## src/rtl/dac_stream_ctrl.sv

```systemverilog
// dac_stream_ctrl: multi-channel DAC output engine with per-channel input FIFOs and a shared rate divider.
// Supports stream, hold, ramp and mid-scale modes, with sticky underrun flags and registered DAC pin strobes.
module dac_stream_ctrl #(
    parameter int NCH     = 2,
    parameter int DW      = 14,
    parameter int DIV_W   = 8,
    parameter int FIFO_AW = 2
) (
    input  logic              sys_clk,
    input  logic              rst_n,
    input  logic [NCH-1:0]    enable,
    input  logic [1:0]        mode,
    input  logic              signed_fmt,
    input  logic [DIV_W-1:0]  div,
    input  logic [NCH*DW-1:0] s_data,
    input  logic [NCH-1:0]    s_valid,
    output logic [NCH-1:0]    s_ready,
    input  logic              underrun_clr,
    output logic [NCH-1:0]    underrun,
    output logic [NCH-1:0]    dac_clk,
    output logic [NCH-1:0]    dac_wrt,
    output logic [NCH*DW-1:0] dac_data
);
    localparam int DEPTH = 1 << FIFO_AW;
    localparam int CW    = FIFO_AW + 1;
    localparam logic [DW-1:0] MID = {1'b1, {(DW-1){1'b0}}};

    typedef enum logic [1:0] {M_STREAM, M_HOLD, M_RAMP, M_MID} mode_e;

    logic [DIV_W-1:0] cnt_q, cnt_d, d_eff, half;
    logic             tick, stream, alive_q;

    assign d_eff  = (div == '0) ? DIV_W'(1) : div;
    assign half   = DIV_W'(({1'b0, d_eff} + (DIV_W+1)'(1)) >> 1);
    // >= rather than == so that shrinking div mid-period wraps immediately
    assign tick   = cnt_q >= d_eff;
    assign cnt_d  = tick ? '0 : cnt_q + DIV_W'(1);
    assign stream = mode == M_STREAM;

    always_ff @(posedge sys_clk) begin
        if (!rst_n) begin
            cnt_q   <= '0;
            alive_q <= 1'b0;
        end else begin
            cnt_q   <= cnt_d;
            alive_q <= 1'b1;
        end
    end

    for (genvar k = 0; k < NCH; k++) begin : g_ch
        logic [DW-1:0]      mem_q [DEPTH];
        logic [FIFO_AW-1:0] wp_q, wp_d, rp_q, rp_d;
        logic [CW-1:0]      n_q, n_d;
        logic [DW-1:0]      data_q, data_d, ramp_q, ramp_d, head;
        logic               ld_q, ld_d, ur_q, ur_d, clk_q, wrt_q;
        logic               en, act, empty, full, push, pop;

        assign en    = enable[k];
        assign act   = tick && en;
        assign empty = n_q == '0;
        assign full  = n_q == CW'(DEPTH);
        assign push  = s_valid[k] && s_ready[k];
        assign pop   = act && stream && !empty;
        assign head  = mem_q[rp_q] ^ (signed_fmt ? MID : '0);

        assign s_ready[k]            = alive_q && en && stream && !full;
        assign underrun[k]           = ur_q;
        assign dac_clk[k]            = clk_q;
        assign dac_wrt[k]            = wrt_q;
        assign dac_data[k*DW +: DW]  = data_q;

        always_comb begin
            wp_d   = en ? wp_q + FIFO_AW'(push) : '0;
            rp_d   = en ? rp_q + FIFO_AW'(pop) : '0;
            n_d    = en ? n_q + CW'(push) - CW'(pop) : '0;
            data_d = !act ? data_q : mode == M_RAMP ? ramp_q : mode == M_MID ? MID : pop ? head : data_q;
            ramp_d = (act && mode == M_RAMP) ? ramp_q + DW'(1) : ramp_q;
            ld_d   = !tick ? ld_q : act && (!stream || pop);
            ur_d   = (act && stream && empty) || (ur_q && !underrun_clr);
        end

        always_ff @(posedge sys_clk) begin
            if (push) mem_q[wp_q] <= s_data[k*DW +: DW];
        end

        // Pin strobes are registered from next-cycle counter so they line up with cnt_q
        always_ff @(posedge sys_clk) begin
            if (!rst_n) begin
                wp_q   <= '0;
                rp_q   <= '0;
                n_q    <= '0;
                data_q <= MID;
                ramp_q <= '0;
                ld_q   <= 1'b0;
                ur_q   <= 1'b0;
                clk_q  <= 1'b0;
                wrt_q  <= 1'b0;
            end else begin
                wp_q   <= wp_d;
                rp_q   <= rp_d;
                n_q    <= n_d;
                data_q <= data_d;
                ramp_q <= ramp_d;
                ld_q   <= ld_d;
                ur_q   <= ur_d;
                clk_q  <= en && (cnt_d >= half);
                wrt_q  <= en && (cnt_d >= half) && ld_d;
            end
        end
    end
endmodule

```

## config.mk

```make
export PLATFORM = sky130hd
export DESIGN_NAME = dac_stream_ctrl
export DESIGN_NICKNAME = d
export VERILOG_FILES = /design/src/rtl/dac_stream_ctrl.sv
export SDC_FILE = /design/constraint.sdc
export NUM_CORES = 1
export LEC_CHECK = 0
export ABC_CLOCK_PERIOD_IN_PS = 7020
export CORE_ASPECT_RATIO = 2
export CORE_MARGIN = 4
export CORE_UTILIZATION = 60
export CTS_CLUSTER_DIAMETER = 150
export DETAILED_ROUTE_END_ITERATION = 10
export PLACE_DENSITY = 0.9
export SYNTH_ARGS = -nofsm -noshare
export SYNTH_HDL_FRONTEND = slang
export SYNTH_SLANG_ARGS = --single-unit
```

## constraint.sdc

```tcl
create_clock -name sys_clk -period 7.02 [get_ports sys_clk]
set_input_delay 1.404 -clock sys_clk [delete_from_list [all_inputs] [get_ports sys_clk]]
set_output_delay 1.404 -clock sys_clk [all_outputs]
set_load 0.005 [all_outputs]
```

==> metrics.txt, run 1 <==
# TYPE chip_impl_metric gauge
chip_impl_metric{name="post_cts.resized_instances",unit=""} 0
chip_impl_metric{name="clock_insertion_delay_worst_skew",unit="ns"} 0.44
chip_impl_metric{name="vias_per_cell",unit=""} 6.114
chip_impl_metric{name="fin_crit",unit="ns"} 4.886
chip_impl_metric{name="row_count",unit=""} 62
chip_impl_metric{name="die_ar",unit="um^2"} 16630
chip_impl_metric{name="antenna_viol_nets_final",unit=""} 0
chip_impl_metric{name="tritoncts_num_sinks",unit=""} 199
chip_impl_metric{name="period_share",unit="%"} 69.60
chip_impl_metric{name="required",unit="ns"} 7.39
chip_impl_metric{name="worst_rel_slew_slack",unit="%"} 15.27
chip_impl_metric{name="worst_ep_arrival_time",unit="ns"} 5.26
chip_impl_metric{name="ioPinCount",unit=""} 82
chip_impl_info{name="status",value="completed"} 1
chip_impl_metric{name="final.setup.tns",unit="ns"} 0
chip_impl_metric{name="synthArstFlopShare",unit="%"} 0
chip_impl_metric{name="irDropWorstVdd",unit="uV"} 236.2
chip_impl_info{name="synth_largest_area_cell",value="edfxtp_1"} 1
chip_impl_metric{name="floorplan.core_area",unit="um^2"} 14270
chip_impl_metric{name="power.static_leakage",unit="nW"} 3.777
chip_impl_info{name="clk_root_buf",value="clkbuf_16"} 1
chip_impl_metric{name="final_cells",unit=""} 962
chip_impl_metric{name="hold_viol_final",unit=""} 0
chip_impl_metric{name="critical_path.max_stage_delay",unit="ns"} 1.06
chip_impl_metric{name="cp_max_fo",unit=""} 20
chip_impl_metric{name="grtUsageTotal",unit="%"} 24.51
chip_impl_metric{name="syn_area",unit="um^2"} 8712
chip_impl_metric{name="finish.net_count",unit=""} 832
chip_impl_metric{name="die-height",unit="um"} 178.4
chip_impl_metric{name="yosys_warning_count",unit=""} 0
chip_impl_info{name="top_signal_layer_used",value="met4"} 1
chip_impl_metric{name="syn_area_per_cell",unit="um^2"} 12.48
chip_impl_metric{name="skew",unit="ns"} 0.01243
chip_impl_metric{name="place.detailed.hpwl",unit="mm"} 13.53
chip_impl_metric{name="cts_inserted_buffers",unit=""} 17
chip_impl_metric{name="postSynthRegisterBits",unit=""} 199
chip_impl_metric{name="drc",unit=""} 0
chip_impl_metric{name="syn_nets",unit=""} 773
chip_impl_metric{name="met2_wirelength",unit="mm"} 10.29
chip_impl_info{name="synthTopCellsByArea",value="edfxtp_1 39%, dfxtp_1 20%, mux4_2 7.2%"} 1
chip_impl_metric{name="power-per-cell-area",unit="nW/um^2"} 223.5
chip_impl_metric{name="final_max_slew_viol_count",unit=""} 0
chip_impl_metric{name="fmax",unit="MHz"} 204.7
chip_impl_metric{name="grt_first_pass_wirelength",unit="mm"} 31.07
chip_impl_metric{name="ff2ff_setup_slack",unit="ns"} 3.59
chip_impl_metric{name="total_power",unit="mW"} 2.274
chip_impl_metric{name="detailroute.wirelength.met3",unit="um"} 944
chip_impl_metric{name="area_delta_synth_final",unit="%"} 16.79
chip_impl_metric{name="detail_route.iter0.violations",unit=""} 493
chip_impl_metric{name="finished_layout_cell_area",unit="um^2"} 10170
chip_impl_metric{name="first_drt_pass_iteration_count",unit=""} 6
chip_impl_metric{name="report.final.setup_viol",unit=""} 0
chip_impl_metric{name="number_of_maximum_capacitance_constraint_violations",unit=""} 0
chip_impl_info{name="rsz0062_at_grt",value="no"} 1
chip_impl_metric{name="synth_sequential_area_ratio",unit="%"} 58.60
chip_impl_metric{name="placement.cell_area",unit="um^2"} 9599
chip_impl_metric{name="vias",unit=""} 5882
chip_impl_metric{name="grt_start_max_net_pins",unit=""} 49
chip_impl_metric{name="cts_htree_levels",unit=""} 4
chip_impl_metric{name="layout_setup_ws",unit="ns"} 2.134
chip_impl_info{name="cp-start-kind",value="input pin"} 1
chip_impl_metric{name="worst_setup_hold_path_clk_slew",unit="ns"} 0.07
chip_impl_metric{name="worst_pin_slew",unit="ns"} 1.266
chip_impl_metric{name="synth_cells",unit=""} 698
chip_impl_metric{name="hold_buffers",unit=""} 0
chip_impl_info{name="yosys.cell_count.top_type",value="edfxtp_1"} 1
chip_impl_metric{name="dieWidth",unit="um"} 93.21
chip_impl_info{name="cp-end-kind",value="flip-flop"} 1
chip_impl_info{name="timing.setup.critical_path_class",value="in2reg"} 1
chip_impl_info{name="synth_common_cells",value="112 x edfxtp_1, 91 x nor2_1, 87 x dfxtp_1"} 1
chip_impl_metric{name="gp_congestion",unit=""} 0.9230
chip_impl_info{name="timing.critical_path.slowest_stage_cell",value="a21boi_1"} 1
chip_impl_metric{name="placedCellCount",unit=""} 930
chip_impl_metric{name="dpl_worst_slack",unit="ns"} 1.815
chip_impl_metric{name="synthDistinctLibCells",unit=""} 51
chip_impl_info{name="synthFlopType",value="edfxtp_1"} 1
chip_impl_metric{name="start_util",unit="%"} 61.04
chip_impl_info{name="critical_path.cell_chain",value="clkdlybuf4s50_1 -> nor4_1 -> nand3_1 -> o21bai_1 -> ha_1 -> a31oi_1 -> nor2b_1 -> o211ai_1 -> buf_4 -> nand2_1 -> a21boi_1 -> o211a_1"} 1
chip_impl_metric{name="number_of_global_route_vias_before_repair",unit=""} 6082
chip_impl_info{name="worstHoldPathType",value="reg2reg"} 1
chip_impl_metric{name="synth_top_area_share",unit="%"} 38.60
chip_impl_metric{name="numPortBuffers",unit=""} 81
chip_impl_metric{name="post_cts.repair.setup_buffers",unit=""} 0
chip_impl_info{name="cpLargestDelayFamily",value="compound AO/OA/AOI/OAI gates"} 1
chip_impl_metric{name="drive_above_1_share",unit="%"} 10.65
chip_impl_metric{name="grt_total_ovfl",unit=""} 0
chip_impl_metric{name="nFillCells",unit=""} 935
chip_impl_metric{name="clock_tree.buffer_depth",unit=""} 2
chip_impl_metric{name="antenna_found_initial",unit=""} 0
chip_impl_metric{name="route.final.wire_length",unit="mm"} 19.30
chip_impl_metric{name="routed_wire_length_per_instance",unit="um"} 20.06
chip_impl_metric{name="number_of_flops_mapped_to_enable_cells_by_yosys",unit=""} 112
chip_impl_metric{name="path_buf_inv",unit=""} 2
chip_impl_metric{name="num_antenna_cells",unit=""} 0
chip_impl_info{name="tritoncts_clock_tree",value="built"} 1
chip_impl_metric{name="route.layer.met1.wl",unit="mm"} 7.019
worst paths after layout:
check                            to  cells after the start              start
hold reg to reg   g_ch[0].ramp_q[8]                      2  g_ch[0].ramp_q[8]
setup reg to reg  g_ch[0].data_q[1]                      9           cnt_q[0]
hold / removal    g_ch[0].ramp_q[8]                      2  g_ch[0].ramp_q[8]
setup / recovery  g_ch[0].data_q[1]                     12             div[2]
stage by stage:
stage                     hold slack, ns  util, %
after floorplan                   0.4373        -
after global placement            0.4459    67.25
after detailed placement          0.4587    67.25
after CTS                         0.4685    71.28
after global routing              0.5129    71.28
final                             0.4693    71.28
where the power goes:
group	internal (mW)	total, mW	switching, mW	leakage (nW)
Combinational	0.0439	0.0970	0.0531	1.79
Clock	0.475	0.940	0.466	0.279
Sequential	1.23	1.24	0.00351	1.71
Total	1.75	2.27	0.522	3.78
logic make-up after synthesis:
logic type | after synthesis | share of synthesized area, %
and+or+nand+nor | 215 | 11.19
buffers and inverters | 72 | 3.662
adders and majority gates | 29 | 4.337
xor gates and xnor gates | 43 | 4.323
DFF | 199 | 58.60
muxes | 36 | 8.157
AOI/OAI and AO/OA | 104 | 9.737
cell type report:
type	instances	area, um^2	share of cell area [%]
Clock buffer	17	425.4	4.181
Tap cell	192	240.2	2.361
Clock inverter	15	150.1	1.476
Multi-Input combinational cell	427	3308	32.51
Sequential cell	199	5105	50.17
Inverter	26	97.59	0.9592
Timing Repair Buffer	86	848.3	8.337
routing by layer:
metal  vias up  global-route usage, %
met2       260                  43.06
met3        73                  4.770
met5         -                      0
li1       2657                      -
met1      2892                  27.38
met4         0                  14.01
worst register-to-register path: cells and delay by family (launching register included):
kind,cells,cell delay (ns)
fa+ha+maj,1,0.20
flops,1,0.39
simple gates,2,0.66
compound gates,4,1.78
buf+inv,2,0.33
sequential cells by signal, indices dropped and copies added, names as in the netlist:
name / cells
alive_q: 1
g_ch.wp_q: 4
g_ch.wrt_q: 2
g_ch.ld_q: 2
g_ch.clk_q: 2
cnt_q: 8
g_ch.data_q: 28
g_ch.ramp_q: 28
g_ch.rp_q: 4
g_ch.n_q: 6
g_ch.mem_q: 112
g_ch.ur_q: 2
placed cells by master, fill, tap and decap left out, types with 3 or more instances in the layout:
master / instances
mux4_2: 28
and3_1: 14
inv_8: 4
clkdlybuf4s50_1: 81
nand4_1: 12
a21oi_1: 19
inv_1: 22
o211a_1: 26
o211ai_1: 26
nand3_1: 10
mux2i_1: 8
nand2b_1: 8
xor2_1: 4
nand2_1: 56
or2_1: 4
ha_1: 27
xnor2_1: 39
a21o_1: 3
inv_6: 6
nor3_1: 4
dfxtp_1: 87
clkbuf_16: 17
a2111oi_2: 5
a211oi_1: 7
nor2_1: 91
buf_4: 5
edfxtp_1: 112
inv_2: 3
o221ai_1: 5
Power figures use the tool's default switching activity.
==> inputs of run 2 (changes only) <==
Settings changed: ABC_CLOCK_PERIOD_IN_PS 7020 to 4040, CORE_UTILIZATION 60 to 52, PLACE_DENSITY 0.9 to 0.83.
Clock period 7.02 ns to 4.04 ns, I/O delays scaled along.
==> run 2 against run 1 <==
Effect of this change:
- critical path type unchanged
- critical endpoint is now g_ch[1].n_q[2]
- clock power grew 67%
- via count grew 0.60%
- critical path depth grew 4
- first-iteration DRC count shrank 4.5%
- final area grew 1.5%
- clock-buffer cell count is the same
- clock skew shrank 0.0027 ns
- highest routed layer unchanged
- global-route usage shrank 2.3 points
==> metrics.txt, run 2 (synthesis gave the netlist of run 1 again) <==
# TYPE chip_impl_metric gauge
chip_impl_info{name="status",value="completed"} 1
chip_impl_info{name="clk_root_buf",value="clkbuf_16"} 1
chip_impl_metric{name="ff2ff_setup_slack",unit="ns"} 1.22
chip_impl_info{name="rsz0062_at_grt",value="no"} 1
chip_impl_metric{name="final.setup.tns",unit="ns"} 0
chip_impl_metric{name="fmax",unit="MHz"} 281.6
chip_impl_metric{name="number_of_global_route_vias_before_repair",unit=""} 6241
chip_impl_metric{name="power.switching_fraction",unit="%"} 22.39
chip_impl_metric{name="clock_tree.buffer_depth",unit=""} 2
chip_impl_metric{name="worst_ep_arrival_time",unit="ns"} 3.87
chip_impl_metric{name="cts_htree_levels",unit=""} 4
chip_impl_info{name="mostFrequentLayoutCells",value="112 x edfxtp_1, 91 x nor2_1, 87 x dfxtp_1, 81 x clkdlybuf4s50_1, 56 x nand2_1"} 1
chip_impl_metric{name="worst_rel_slew_slack",unit="%"} 26.21
chip_impl_metric{name="vias",unit=""} 5917
chip_impl_info{name="timing.rr.start",value="cnt_q[0]"} 1
chip_impl_metric{name="critical_path.max_stage_delay",unit="ns"} 0.45
chip_impl_info{name="tritoncts_clock_tree",value="built"} 1
chip_impl_info{name="min_from",value="cnt_q[0]"} 1
chip_impl_info{name="registers.top_by_ff_count",value="g_ch.mem_q"} 1
chip_impl_metric{name="grt_total_ovfl",unit=""} 0
chip_impl_metric{name="post_cts.repair.setup_buffers",unit=""} 0
chip_impl_metric{name="hold_depth",unit=""} 1
chip_impl_info{name="timing.setup.critical_path_class",value="in2reg"} 1
chip_impl_metric{name="worst_setup_hold_path_clk_slew",unit="ns"} 0.07
chip_impl_metric{name="first_drt_pass_iteration_count",unit=""} 5
chip_impl_metric{name="place.detailed.hpwl",unit="mm"} 14.30
chip_impl_metric{name="dpl_worst_slack",unit="ns"} 0.05267
chip_impl_metric{name="antenna_found_initial",unit=""} 0
chip_impl_metric{name="fin_crit",unit="ns"} 3.551
chip_impl_metric{name="routed_wire_length_per_instance",unit="um"} 20.29
chip_impl_metric{name="die-height",unit="um"} 191.1
chip_impl_info{name="critical_path.cell_chain",value="clkdlybuf4s50_1 -> nor4_1 -> nand3_1 -> o21bai_1 -> ha_1 -> a31oi_1 -> nor2b_1 -> o211ai_2 -> a211oi_1 -> ha_1 -> inv_1 -> ha_1 -> fa_1 -> xnor2_1 -> xnor2_1 -> nor2_1"} 1
chip_impl_info{name="crit_top_cell",value="ha_1"} 1
chip_impl_metric{name="ioPinCount",unit=""} 82
chip_impl_metric{name="cts_inserted_buffers",unit=""} 17
chip_impl_info{name="cpLargestDelayFamily",value="adder cells"} 1
chip_impl_metric{name="power_report.internal_total",unit="mW"} 3.026
chip_impl_metric{name="required",unit="ns"} 4.36
chip_impl_info{name="startpoint_of_the_worst_setup_timing_path",value="div[7]"} 1
chip_impl_info{name="crit-reg2reg-capture",value="g_ch[1].n_q[2]"} 1
chip_impl_metric{name="share_comb_of_total_power",unit="%"} 4.6
chip_impl_metric{name="worst_pin_slew",unit="ns"} 1.104
chip_impl_metric{name="num_antenna_cells",unit=""} 0
chip_impl_metric{name="drc",unit=""} 0
chip_impl_metric{name="dieWidth",unit="um"} 99.53
chip_impl_metric{name="flip_flop_count_of_the_largest_register_all_copies_and_words_added",unit=""} 112
chip_impl_metric{name="vias_per_cell",unit=""} 5.935
chip_impl_info{name="timing.critical_path.slowest_stage_cell",value="clkdlybuf4s50_1"} 1
chip_impl_metric{name="skew",unit="ns"} 0.009741
chip_impl_metric{name="hold_buffers",unit=""} 0
chip_impl_metric{name="antenna_viol_nets_final",unit=""} 0
chip_impl_metric{name="power-per-cell-area",unit="nW/um^2"} 377.3
chip_impl_metric{name="grt_start_max_net_pins",unit=""} 35
chip_impl_metric{name="irDropWorstVdd",unit="uV"} 338.3
chip_impl_metric{name="gp_congestion",unit=""} 0.9549
chip_impl_metric{name="r2r.worst_path.cells",unit=""} 13
chip_impl_info{name="largest_registers",value="g_ch.mem_q (112), g_ch.data_q (28), g_ch.ramp_q (28)"} 1
chip_impl_metric{name="finish.net_count",unit=""} 855
chip_impl_metric{name="path_buf_inv",unit=""} 2
chip_impl_metric{name="area_delta_synth_final",unit="%"} 18.60
chip_impl_metric{name="grtUsageTotal",unit="%"} 22.23
chip_impl_metric{name="post_cts.resized_instances",unit=""} 0
chip_impl_info{name="cp-start-kind",value="input pin"} 1
chip_impl_info{name="cp-end-kind",value="flip-flop"} 1
chip_impl_metric{name="power.clock.fraction",unit="%"} 40.3
chip_impl_metric{name="drive_above_1_share",unit="%"} 12.86
chip_impl_metric{name="floorplan.core_area",unit="um^2"} 16350
chip_impl_metric{name="clock_insertion_delay_worst_skew",unit="ns"} 0.44
chip_impl_metric{name="row_count",unit=""} 66
chip_impl_metric{name="route.final.wire_length",unit="mm"} 20.23
chip_impl_info{name="mostFrequentLayoutCell",value="edfxtp_1"} 1
chip_impl_metric{name="start_util",unit="%"} 53.28
chip_impl_info{name="worstHoldPathType",value="reg2reg"} 1
chip_impl_metric{name="layout_setup_ws",unit="ns"} 0.4887
chip_impl_metric{name="seq_power_share",unit="%"} 55.1
chip_impl_metric{name="tritoncts_num_sinks",unit=""} 199
chip_impl_metric{name="detail_route.iter0.violations",unit=""} 471
chip_impl_info{name="worst_hold_path.endpoint",value="cnt_q[0]"} 1
chip_impl_metric{name="power.static_leakage",unit="nW"} 3.873
chip_impl_metric{name="power_switching",unit="mW"} 0.8726
chip_impl_metric{name="grt_first_pass_wirelength",unit="mm"} 32.46
chip_impl_metric{name="die_ar",unit="um^2"} 19010
chip_impl_metric{name="number_of_maximum_capacitance_constraint_violations",unit=""} 0
chip_impl_metric{name="report.final.setup_viol",unit=""} 0
chip_impl_metric{name="hold_viol_final",unit=""} 0
chip_impl_metric{name="numPortBuffers",unit=""} 81
chip_impl_metric{name="cp_max_fo",unit=""} 3
chip_impl_metric{name="period_share",unit="%"} 87.90
chip_impl_metric{name="timing.hold.ws",unit="ns"} 0.4868
chip_impl_metric{name="final_max_slew_viol_count",unit=""} 0
[run 2: metrics by stage]
step,power [mW],util (%),instance area [um^2],instances
floorplan,2.273,-,8712,698
global placement,2.363,59.86,9787,965
detailed placement,2.371,59.86,9787,965
CTS,3.906,63.19,10330,997
global route,4.010,63.19,10330,997
finish,3.898,63.19,10330,997
[run 2: routing by layer]
metal	share of wire [%]	global-route usage, %	vias up
met5	0	0	-
met4	6.0	13.73	0
met3	4.6	4.091	71
met2	54	39.90	249
met1	36	23.62	2891
li1	-	-	2706
[run 2: worst reg2reg max path: cells and delay by family, from the launching register on]
kind,cells,cell delay (ns)
AO/OA/AOI/OAI,3,0.71
XOR/XNOR,2,0.32
adder cells (fa/ha/maj),4,0.96
buffers and inverters,2,0.14
flip-flops,1,0.40
AND/OR/NAND/NOR,2,0.20
[run 2: worst max path at each step]
stage,slack [ns],endpoint,cells past startpoint
floorplan,0.38,g_ch[1].n_q[2],16
global placement,0.11,g_ch[1].n_q[2],16
detailed placement,0.05,g_ch[1].n_q[2],16
CTS,0.48,g_ch[1].n_q[2],16
global route,0.20,g_ch[1].n_q[2],16
finish,0.49,g_ch[1].n_q[2],16
[run 2: final cells by class]
type | count | area, um^2
inverters | 26 | 97.59
repair buffers | 109 | 1021
flip-flops and latches | 199 | 5105
fillers | 1225 | 6018
multi-input cells | 427 | 3308
clock buffers | 17 | 425.4
clock inverters | 15 | 120.1
well taps | 204 | 255.2
[run 2: power groups by stage]
stage                     clock (mW)  combinational (mW)  sequential [mW]
after CTS                       1.58               0.177             2.15
after detailed placement           0               0.176             2.19
after floorplan                    0              0.0790             2.19
after global placement             0               0.169             2.19
final                           1.57               0.178             2.15
after global routing            1.67               0.195             2.15
